File: src/rtl/tlc_multiway_timed.sv
`default_nettype none
// ============================================================================
// Module   : tlc_multiway_timed
// Purpose  : N-way traffic light controller. Each direction is served
//            round-robin with timed GREEN, YELLOW and ALLRED phases.
//            Emergency requests can hold the current green or truncate it,
//            and they redirect service to the lowest-index requesting
//            direction.
// Ports    : clk            - system clock, rising edge
//            rst_n          - asynchronous active-low reset
//            emergency      - per-direction emergency request (level)
//            lights         - 2-bit code per direction (0=RED 1=YELLOW 2=GREEN)
//            active_dir     - direction owning the current phase
//            phase          - 0=GREEN 1=YELLOW 2=ALLRED 3=WALK
//            preempt_active - current direction was chosen by emergency
//            ped_req        - pedestrian request (TLC_PED_EN only)
//            walk           - pedestrian walk signal (TLC_PED_EN only)
// Options  : TLC_PED_EN - builds the pedestrian latch and the WALK phase
// Revision : 1.0 - initial release
// ============================================================================
module tlc_multiway_timed #(
  parameter int NUM_DIR    = 4,
  parameter int GREEN_CYC  = 8,
  parameter int YELLOW_CYC = 3,
  parameter int ALLRED_CYC = 1,
  parameter int WALK_CYC   = 6,
  parameter int CNT_W      = 8
) (
  input  logic                       clk,
  input  logic                       rst_n,
  input  logic [NUM_DIR-1:0]         emergency,
  output logic [2*NUM_DIR-1:0]       lights,
  output logic [$clog2(NUM_DIR)-1:0] active_dir,
  output logic [1:0]                 phase,
  output logic                       preempt_active
`ifdef TLC_PED_EN
  ,
  input  logic                       ped_req,
  output logic                       walk
`endif
);

  localparam int DIR_W = $clog2(NUM_DIR);

  localparam logic [1:0] c_code_red    = 2'd0;
  localparam logic [1:0] c_code_yellow = 2'd1;
  localparam logic [1:0] c_code_green  = 2'd2;

  typedef enum logic [1:0] {
    PH_GREEN  = 2'd0,
    PH_YELLOW = 2'd1,
    PH_ALLRED = 2'd2,
    PH_WALK   = 2'd3
  } phase_t;

  phase_t           r_phase;
  logic [DIR_W-1:0] r_dir;
  logic [CNT_W-1:0] r_timer;
  logic             r_preempt;

  logic [DIR_W-1:0] w_emg_dir;
  logic [DIR_W-1:0] w_rr_dir;
  logic             w_emg_any;
  logic             w_timer_zero;
  logic [1:0]       w_code;

`ifdef TLC_PED_EN
  logic             r_ped_latch;
`endif

  // Timer reload value for the phase being entered (duration minus one).
  function automatic logic [CNT_W-1:0] f_load(input phase_t p);
    case (p)
      PH_GREEN:  f_load = CNT_W'(GREEN_CYC - 1);
      PH_YELLOW: f_load = CNT_W'(YELLOW_CYC - 1);
      PH_ALLRED: f_load = CNT_W'(ALLRED_CYC - 1);
      default:   f_load = CNT_W'(WALK_CYC - 1);
    endcase
  endfunction

  // Fixed-priority encoder: lowest-index active emergency wins.
  always_comb begin
    w_emg_dir = '0;
    for (int d = NUM_DIR - 1; d >= 0; d--) begin
      if (emergency[d]) w_emg_dir = DIR_W'(d);
    end
  end

  assign w_emg_any    = |emergency;
  assign w_timer_zero = (r_timer == '0);
  assign w_rr_dir     = (r_dir == DIR_W'(NUM_DIR - 1)) ? '0 : r_dir + 1'b1;

  always_ff @(posedge clk or negedge rst_n) begin
    if (!rst_n) begin
      r_phase     <= PH_GREEN;
      r_dir       <= '0;
      r_timer     <= f_load(PH_GREEN);
      r_preempt   <= 1'b0;
`ifdef TLC_PED_EN
      r_ped_latch <= 1'b0;
`endif
    end else begin
`ifdef TLC_PED_EN
      // Sticky request; cleared below when WALK is entered.
      if (ped_req) r_ped_latch <= 1'b1;
`endif
      case (r_phase)
        PH_GREEN: begin
          if (w_emg_any && (w_emg_dir != r_dir)) begin
            // Emergency elsewhere: cut the green short.
            r_phase <= PH_YELLOW;
            r_timer <= f_load(PH_YELLOW);
          end else if (w_emg_any) begin
            // Emergency on our own direction: hold green, timer parks at 0.
            if (!w_timer_zero) r_timer <= r_timer - 1'b1;
          end else if (w_timer_zero) begin
            r_phase <= PH_YELLOW;
            r_timer <= f_load(PH_YELLOW);
          end else begin
            r_timer <= r_timer - 1'b1;
          end
        end
        PH_YELLOW: begin
          if (w_timer_zero) begin
            r_phase <= PH_ALLRED;
            r_timer <= f_load(PH_ALLRED);
          end else begin
            r_timer <= r_timer - 1'b1;
          end
        end
        PH_ALLRED: begin
          if (w_timer_zero) begin
            if (w_emg_any) begin
              r_phase   <= PH_GREEN;
              r_dir     <= w_emg_dir;
              r_preempt <= 1'b1;
              r_timer   <= f_load(PH_GREEN);
`ifdef TLC_PED_EN
            end else if (r_ped_latch) begin
              // Direction is kept so the next green follows round-robin order.
              r_phase     <= PH_WALK;
              r_preempt   <= 1'b0;
              r_ped_latch <= 1'b0;
              r_timer     <= f_load(PH_WALK);
`endif
            end else begin
              r_phase   <= PH_GREEN;
              r_dir     <= w_rr_dir;
              r_preempt <= 1'b0;
              r_timer   <= f_load(PH_GREEN);
            end
          end else begin
            r_timer <= r_timer - 1'b1;
          end
        end
`ifdef TLC_PED_EN
        PH_WALK: begin
          if (w_emg_any) begin
            r_phase   <= PH_GREEN;
            r_dir     <= w_emg_dir;
            r_preempt <= 1'b1;
            r_timer   <= f_load(PH_GREEN);
          end else if (w_timer_zero) begin
            r_phase <= PH_GREEN;
            r_dir   <= w_rr_dir;
            r_timer <= f_load(PH_GREEN);
          end else begin
            r_timer <= r_timer - 1'b1;
          end
        end
`endif
        default: begin
          r_phase   <= PH_GREEN;
          r_dir     <= '0;
          r_preempt <= 1'b0;
          r_timer   <= f_load(PH_GREEN);
        end
      endcase
    end
  end

  // Output decode straight from registered state.
  assign w_code = (r_phase == PH_GREEN)  ? c_code_green  :
                  (r_phase == PH_YELLOW) ? c_code_yellow : c_code_red;

  for (genvar d = 0; d < NUM_DIR; d++) begin : g_lights
    assign lights[2*d +: 2] = (r_dir == DIR_W'(d)) ? w_code : c_code_red;
  end

  assign active_dir     = r_dir;
  assign phase          = r_phase;
  assign preempt_active = r_preempt;
`ifdef TLC_PED_EN
  assign walk           = (r_phase == PH_WALK);
`endif

endmodule
`default_nettype wire
File: config.mk
export PLATFORM = sky130hd
export DESIGN_NAME = tlc_multiway_timed
export DESIGN_NICKNAME = d
export VERILOG_FILES = /design/src/rtl/tlc_multiway_timed.sv
export SDC_FILE = /design/constraint.sdc
export NUM_CORES = 1
export LEC_CHECK = 0
export ABC_AREA = 1
export CAP_MARGIN = 25
export CORE_ASPECT_RATIO = 0.5
export CORE_MARGIN = 3
export CORE_UTILIZATION = 30
export DETAILED_ROUTE_END_ITERATION = 16
export HOLD_SLACK_MARGIN = 0.1
export PLACE_DENSITY = 0.49
export SLEW_MARGIN = 20
export SYNTH_ARGS = -nofsm -noshare
export SYNTH_HDL_FRONTEND = slang
export SYNTH_SLANG_ARGS = --single-unit
File: constraint.sdc
create_clock -name clk -period 4.6 [get_ports clk]
set_clock_uncertainty 0.05 [all_clocks]
set_input_delay 0.92 -clock clk [delete_from_list [all_inputs] [get_ports clk]]
set_output_delay 0.92 -clock clk [all_outputs]
set_load 0.02 [all_outputs]
-- Yosys cells after proc, flatten, opt, wreduce, memory -nomap -nowiden
Index checks and enable logic that the tools add are counted.
- bits in registers: 13
- bits in latches: 0
- memory bits (writable): 0
- ROM bits: 0
- bits of input ports: 6
- output and inout port bits: 13
- logic and storage cells: 56
- memories: 0
- add/sub/neg operators: 2
- multipliers: 0
- divide/modulo/power cells: 0
- magnitude comparators: 0
- equal/unequal tests: 11
- shifts and indexed selects: 0
- muxes and demuxes: 30
- bitwise gates (word level): 1
- reductions and logical operators: 8
- operators with widths (operator ; count):
    8-bit two-way mux ; 6
    2-bit two-way mux ; 17
    8-bit case mux with 3 select lines ; 1
    8-bit zero test ; 1
    8-bit by 1-bit subtractor with 8-bit output (second input constant) ; 1
    2-bit == test (second input constant) ; 3
    3-bit inequality test (second input constant) ; 2
    2-bit case mux with 3 select lines ; 1
    2-bit by 1-bit == test with 1-bit output (second input constant) ; 2
    2-bit zero test ; 2
    2-bit inequality test (second input constant) ; 2
    4-bit inequality test (second input constant) ; 1
    2-bit case mux with 2 select lines ; 1
    4-bit AND reduction ; 1
    4-bit OR reduction ; 1
    1-bit two-way mux ; 3
    2-bit by 1-bit adder with 2-bit output (second input constant) ; 1
    2-bit inequality test ; 1
    1-bit case mux with 2 select lines ; 1
    2-bit AND reduction ; 1
    2-bit OR reduction ; 1
    1-bit logical AND ; 1
    1-bit NOT ; 1

-- Logic depth before layout (Yosys ltp)
- depth after elaboration: 8
- gate-level depth with buffers: 13
- gate-level depth less buffers: 13

-- Least setup slack after synthesis
OpenSTA, ideal clock, no wires.
- kind: flip-flop to output port
- start point: register r_phase[0] (netlist: phase[0])
- end point: output port lights[0]
- data arrival time: 1.170 ns
- required time: 3.630 ns
- slack: 2.460 ns
- stages on the path, launching flop included: 5
- path buffers: 0
- cells stage by stage: dfrtp_1 > inv_1 > nor2_1 > inv_1 > nor2_1
- word-level cells in the longest chain between the ends: 4
- elaborated cells on any way between the ends: 5
- classes of those cells: 1 x eq/ne; 3 x mux; 1 x reduce/logical
- ends and longest elaborated chain (item ; RTL line ; RTL):
    from (decl) ; 56 ; phase_t r_phase;
    from (signal assigned) ; 95 ; r_phase <= PH_GREEN;
    from (signal assigned) ; 111 ; r_phase <= PH_YELLOW;
    from (signal assigned) ; 117 ; r_phase <= PH_YELLOW;
    2-bit by 1-bit == test with 1-bit output ; 184 ; (r_phase == PH_YELLOW) ? c_code_yellow : c_code_red;
    1-bit two-way mux ; 184 ;
    2-bit two-way mux * ; 183 ; assign w_code = (r_phase == PH_GREEN) ? c_code_green :
    2-bit two-way mux * ; 187 ; assign lights[2*d +: 2] = (r_dir == DIR_W'(d)) ? w_code : c_code_red;
    to (decl) ; 32 ; output logic [2*NUM_DIR-1:0] lights,
Mark *: on every way between the ends. The rest lies on a longest branch, timed or not.

-- Final worst setup path
- start point: register r_phase[1] (netlist: phase[1])
- end point: output port lights[2]
The elaborated chain is that of the path after synthesis.

==> results.sh <==
export IMPL_critical_path_top_delay_family="buffers and inverters"
export IMPL_tns_ns=0
export IMPL_synth_nets=163
export IMPL_synth_area_leaders="dfrtp_1 24%, nor2_1 10%, nand2_1 9.7%, dfstp_2 7.5%, ha_1 7.2%"
export IMPL_synth_seq_cells=13
export IMPL_r2r_start="r_timer[0]$_DFFE_PN1P_"
export IMPL_grt_pass1_vias=873
export IMPL_fin_crit_sh=0.613
export IMPL_cts_path_max_buffers=2
export IMPL_cts_tree="done"
export IMPL_clock_fmax_mhz=354
export IMPL_period_needed_ns=2.82
export IMPL_drc_errors=0
export IMPL_post_cts_buffers=0
export IMPL_routed_via_density=4.26
export IMPL_cp_depth=4
export IMPL_overflow=0
export IMPL_synth_edff_count=0
export IMPL_antenna_found_initial=0
export IMPL_root_buffer="clkbuf_8"
export IMPL_yosysWarnings=0
export IMPL_yosysSeqAreaShare=0.314
export IMPL_critPathKind="reg -> out"
export IMPL_syn_inst=151
export IMPL_path_clk_slew_ns=0.06
export IMPL_place_area_um2=1290
export IMPL_nets=186
export IMPL_crit_path_max_incr_delay_ns=0.61
export IMPL_pin_count=19
export IMPL_crit_top_cell="nor2_1"
export IMPL_cp_start_kind="flop"
export IMPL_r2r_slack_ns=2.89
export IMPL_fp_dieH_um=47.8
export IMPL_finalPower_mw=0.234
export IMPL_slowest_stage="clkdlybuf4s50_1"
export IMPL_synth_most_common_cell="nor2_1"
export IMPL_dieArea_um2=4280
export IMPL_cts_resized_gates=0
export IMPL_nFillCells=345
export IMPL_grt_use_total=0.133
export IMPL_num_antenna_cells=0
export IMPL_critPathLaunch="phase[1]$_DFFE_PN0P_"
export IMPL_yosysTopAreaCell="dfrtp_1"
export IMPL_p_per_area_nw_per_um2=176
export IMPL_coreArea_um2=3170
export IMPL_first_pass_iters=4
export IMPL_async_flop_share=1.00
export IMPL_endpoint="lights[2]"
export IMPL_syn2layout_area_growth_pct=27.2
export IMPL_portBuffers=18
export IMPL_clock_latency_ns=0.24
export IMPL_reg2reg_depth=12
export IMPL_fin_area_um2=1330
export IMPL_grt_max_degree=14
export IMPL_outcome="completed"
export IMPL_worstMarginPinSlew_ns=0.623
export IMPL_gp_congestion=0.803
export IMPL_drive_gt1_frac=0.145
export IMPL_power_leakage_nw=0.650
export IMPL_dp_hpwl_um=2060
export IMPL_hold_class="reg -> reg"
export IMPL_cp_required_ns=3.63
export IMPL_htree_levels=1
export IMPL_slew_headroom=0.584
export IMPL_final_max_slew_viol_count=0
export IMPL_path_max_fanout=6
export IMPL_worst_setup_path_end_kind="output pin"
export IMPL_syn_area_per_cell_um2=6.94
export IMPL_crit_path_cell_trace="nor2_1 -> inv_1 -> nor2_1 -> clkdlybuf4s50_1"
export IMPL_ant_nets=0
export IMPL_cts_hold_fix_buffers=0
export IMPL_final_util=0.421
export IMPL_post_synth_num_cell_types=24
export IMPL_cts_buffers_inserted=3
export IMPL_dieWidth_um=89.6
export IMPL_rsz0062_at_grt="no"
export IMPL_cap_violations=0
export IMPL_vdd_ir_drop_max_v=0.0000925
export IMPL_vias=942
export IMPL_crit_buf_inv=2
export IMPL_setup_viol=0
export IMPL_wl_per_cell_um=11.7
export IMPL_row_count=14
export IMPL_syn_area_um2=1050
export IMPL_synth_top_area_frac=0.239
export IMPL_synth_common_cells="29 x nor2_1, 27 x nand2_1, 20 x inv_1"
export IMPL_grt_pass1_wl_um=4230
export IMPL_worstReg2RegEnd="r_timer[1]$_DFFE_PN1P_"
export IMPL_crit_arrival_ns=1.85
export IMPL_cts_sinks=13
export IMPL_synthFlopType="dfrtp_1"
export IMPL_drtIter0Drc=22
export IMPL_drt_wl_total_um=2580
export IMPL_start_util=0.331
export IMPL_hold_viol=0
==> routing by layer <==
layer	vias up	routed length (um)	GRT usage
met3	0	63	0.0378
met2	12	1130	0.224
met5	-	0	0
met4	0	0	0
met1	421	1380	0.182
li1	509	-	-
==> placed cells by master (no fill, tap or decap) <==
cell,netlist,final
nand3_1,10,10
clkbuf_8,0,3
nor2_1,29,29
o21ai_1,1,1
nor3_1,2,2
inv_2,5,5
nor2_2,1,1
xor2_1,5,5
ha_1,6,6
inv_4,1,1
o31ai_1,1,1
nand4_1,1,1
nand3_2,2,2
xor2_2,1,1
a21oi_1,7,7
nand2_2,5,5
nor2_4,3,3
dfrtp_1,10,10
clkdlybuf4s50_1,0,18
nand2_1,27,27
dfstp_2,3,3
nand2_4,1,1
o21ai_0,5,5
inv_1,20,20
o21a_1,1,1
and2_1,4,4
clkbuf_1,0,1
==> layout make-up <==
class,instances,area [um^2],area share
Multi-Input combinational cell,112,619,0.464
Tap cell,48,60.1,0.0450
Timing Repair Buffer,18,180,0.135
Inverter,26,100,0.0750
Sequential cell,13,329,0.247
Clock buffer,4,45.0,0.0338
==> tightest hold or removal path, cell delays in order, from the launching register on <==
cell and delay, ns:
dfstp_2 0.38, nand2_1 0.06, nand2_1 0.04
==> where the power goes <==
group	switching, mW	internal, mW
sequential	0	0.115
combinational	0.00872	0.00631
clock	0.0437	0.0612
==> stage by stage <==
step           hold slack [ns]  cells  setup slack, ns
2_1_floorplan            0.403    151             2.46
3_3_place_gp             0.423    217             2.07
3_5_place_dp             0.422    217             2.03
4_1_cts                  0.431    221             1.76
5_1_grt                  0.462    221             1.61
6_report                 0.430    221             1.78
==> flip-flops by register name, summed over array words and instances (netlist names) <==
name            flops
r_timer             8
preempt_active      1
phase               2
active_dir          2
==> kinds of logic after synthesis <==
group	count (synthesis)	synth area share
simple gates	85	0.385
buf+inv	26	0.0955
compound gates	15	0.0764
flops	13	0.314
xor+xnor	6	0.0573
fa+ha+maj	6	0.0716
==> worst min path at each step <==
stage,slack [ns],start,to,cells past startpoint
2_1_floorplan,0.40,r_timer[1]$_DFFE_PN1P_,r_timer[1]$_DFFE_PN1P_,2
5_1_grt,0.46,r_timer[1]$_DFFE_PN1P_,r_timer[1]$_DFFE_PN1P_,2
4_1_cts,0.43,r_timer[1]$_DFFE_PN1P_,r_timer[1]$_DFFE_PN1P_,2
6_report,0.43,r_timer[1]$_DFFE_PN1P_,r_timer[1]$_DFFE_PN1P_,2
3_3_place_gp,0.42,r_timer[1]$_DFFE_PN1P_,r_timer[1]$_DFFE_PN1P_,2
3_5_place_dp,0.42,r_timer[1]$_DFFE_PN1P_,r_timer[1]$_DFFE_PN1P_,2
Note: power is estimated with default switching activity, not from simulation.
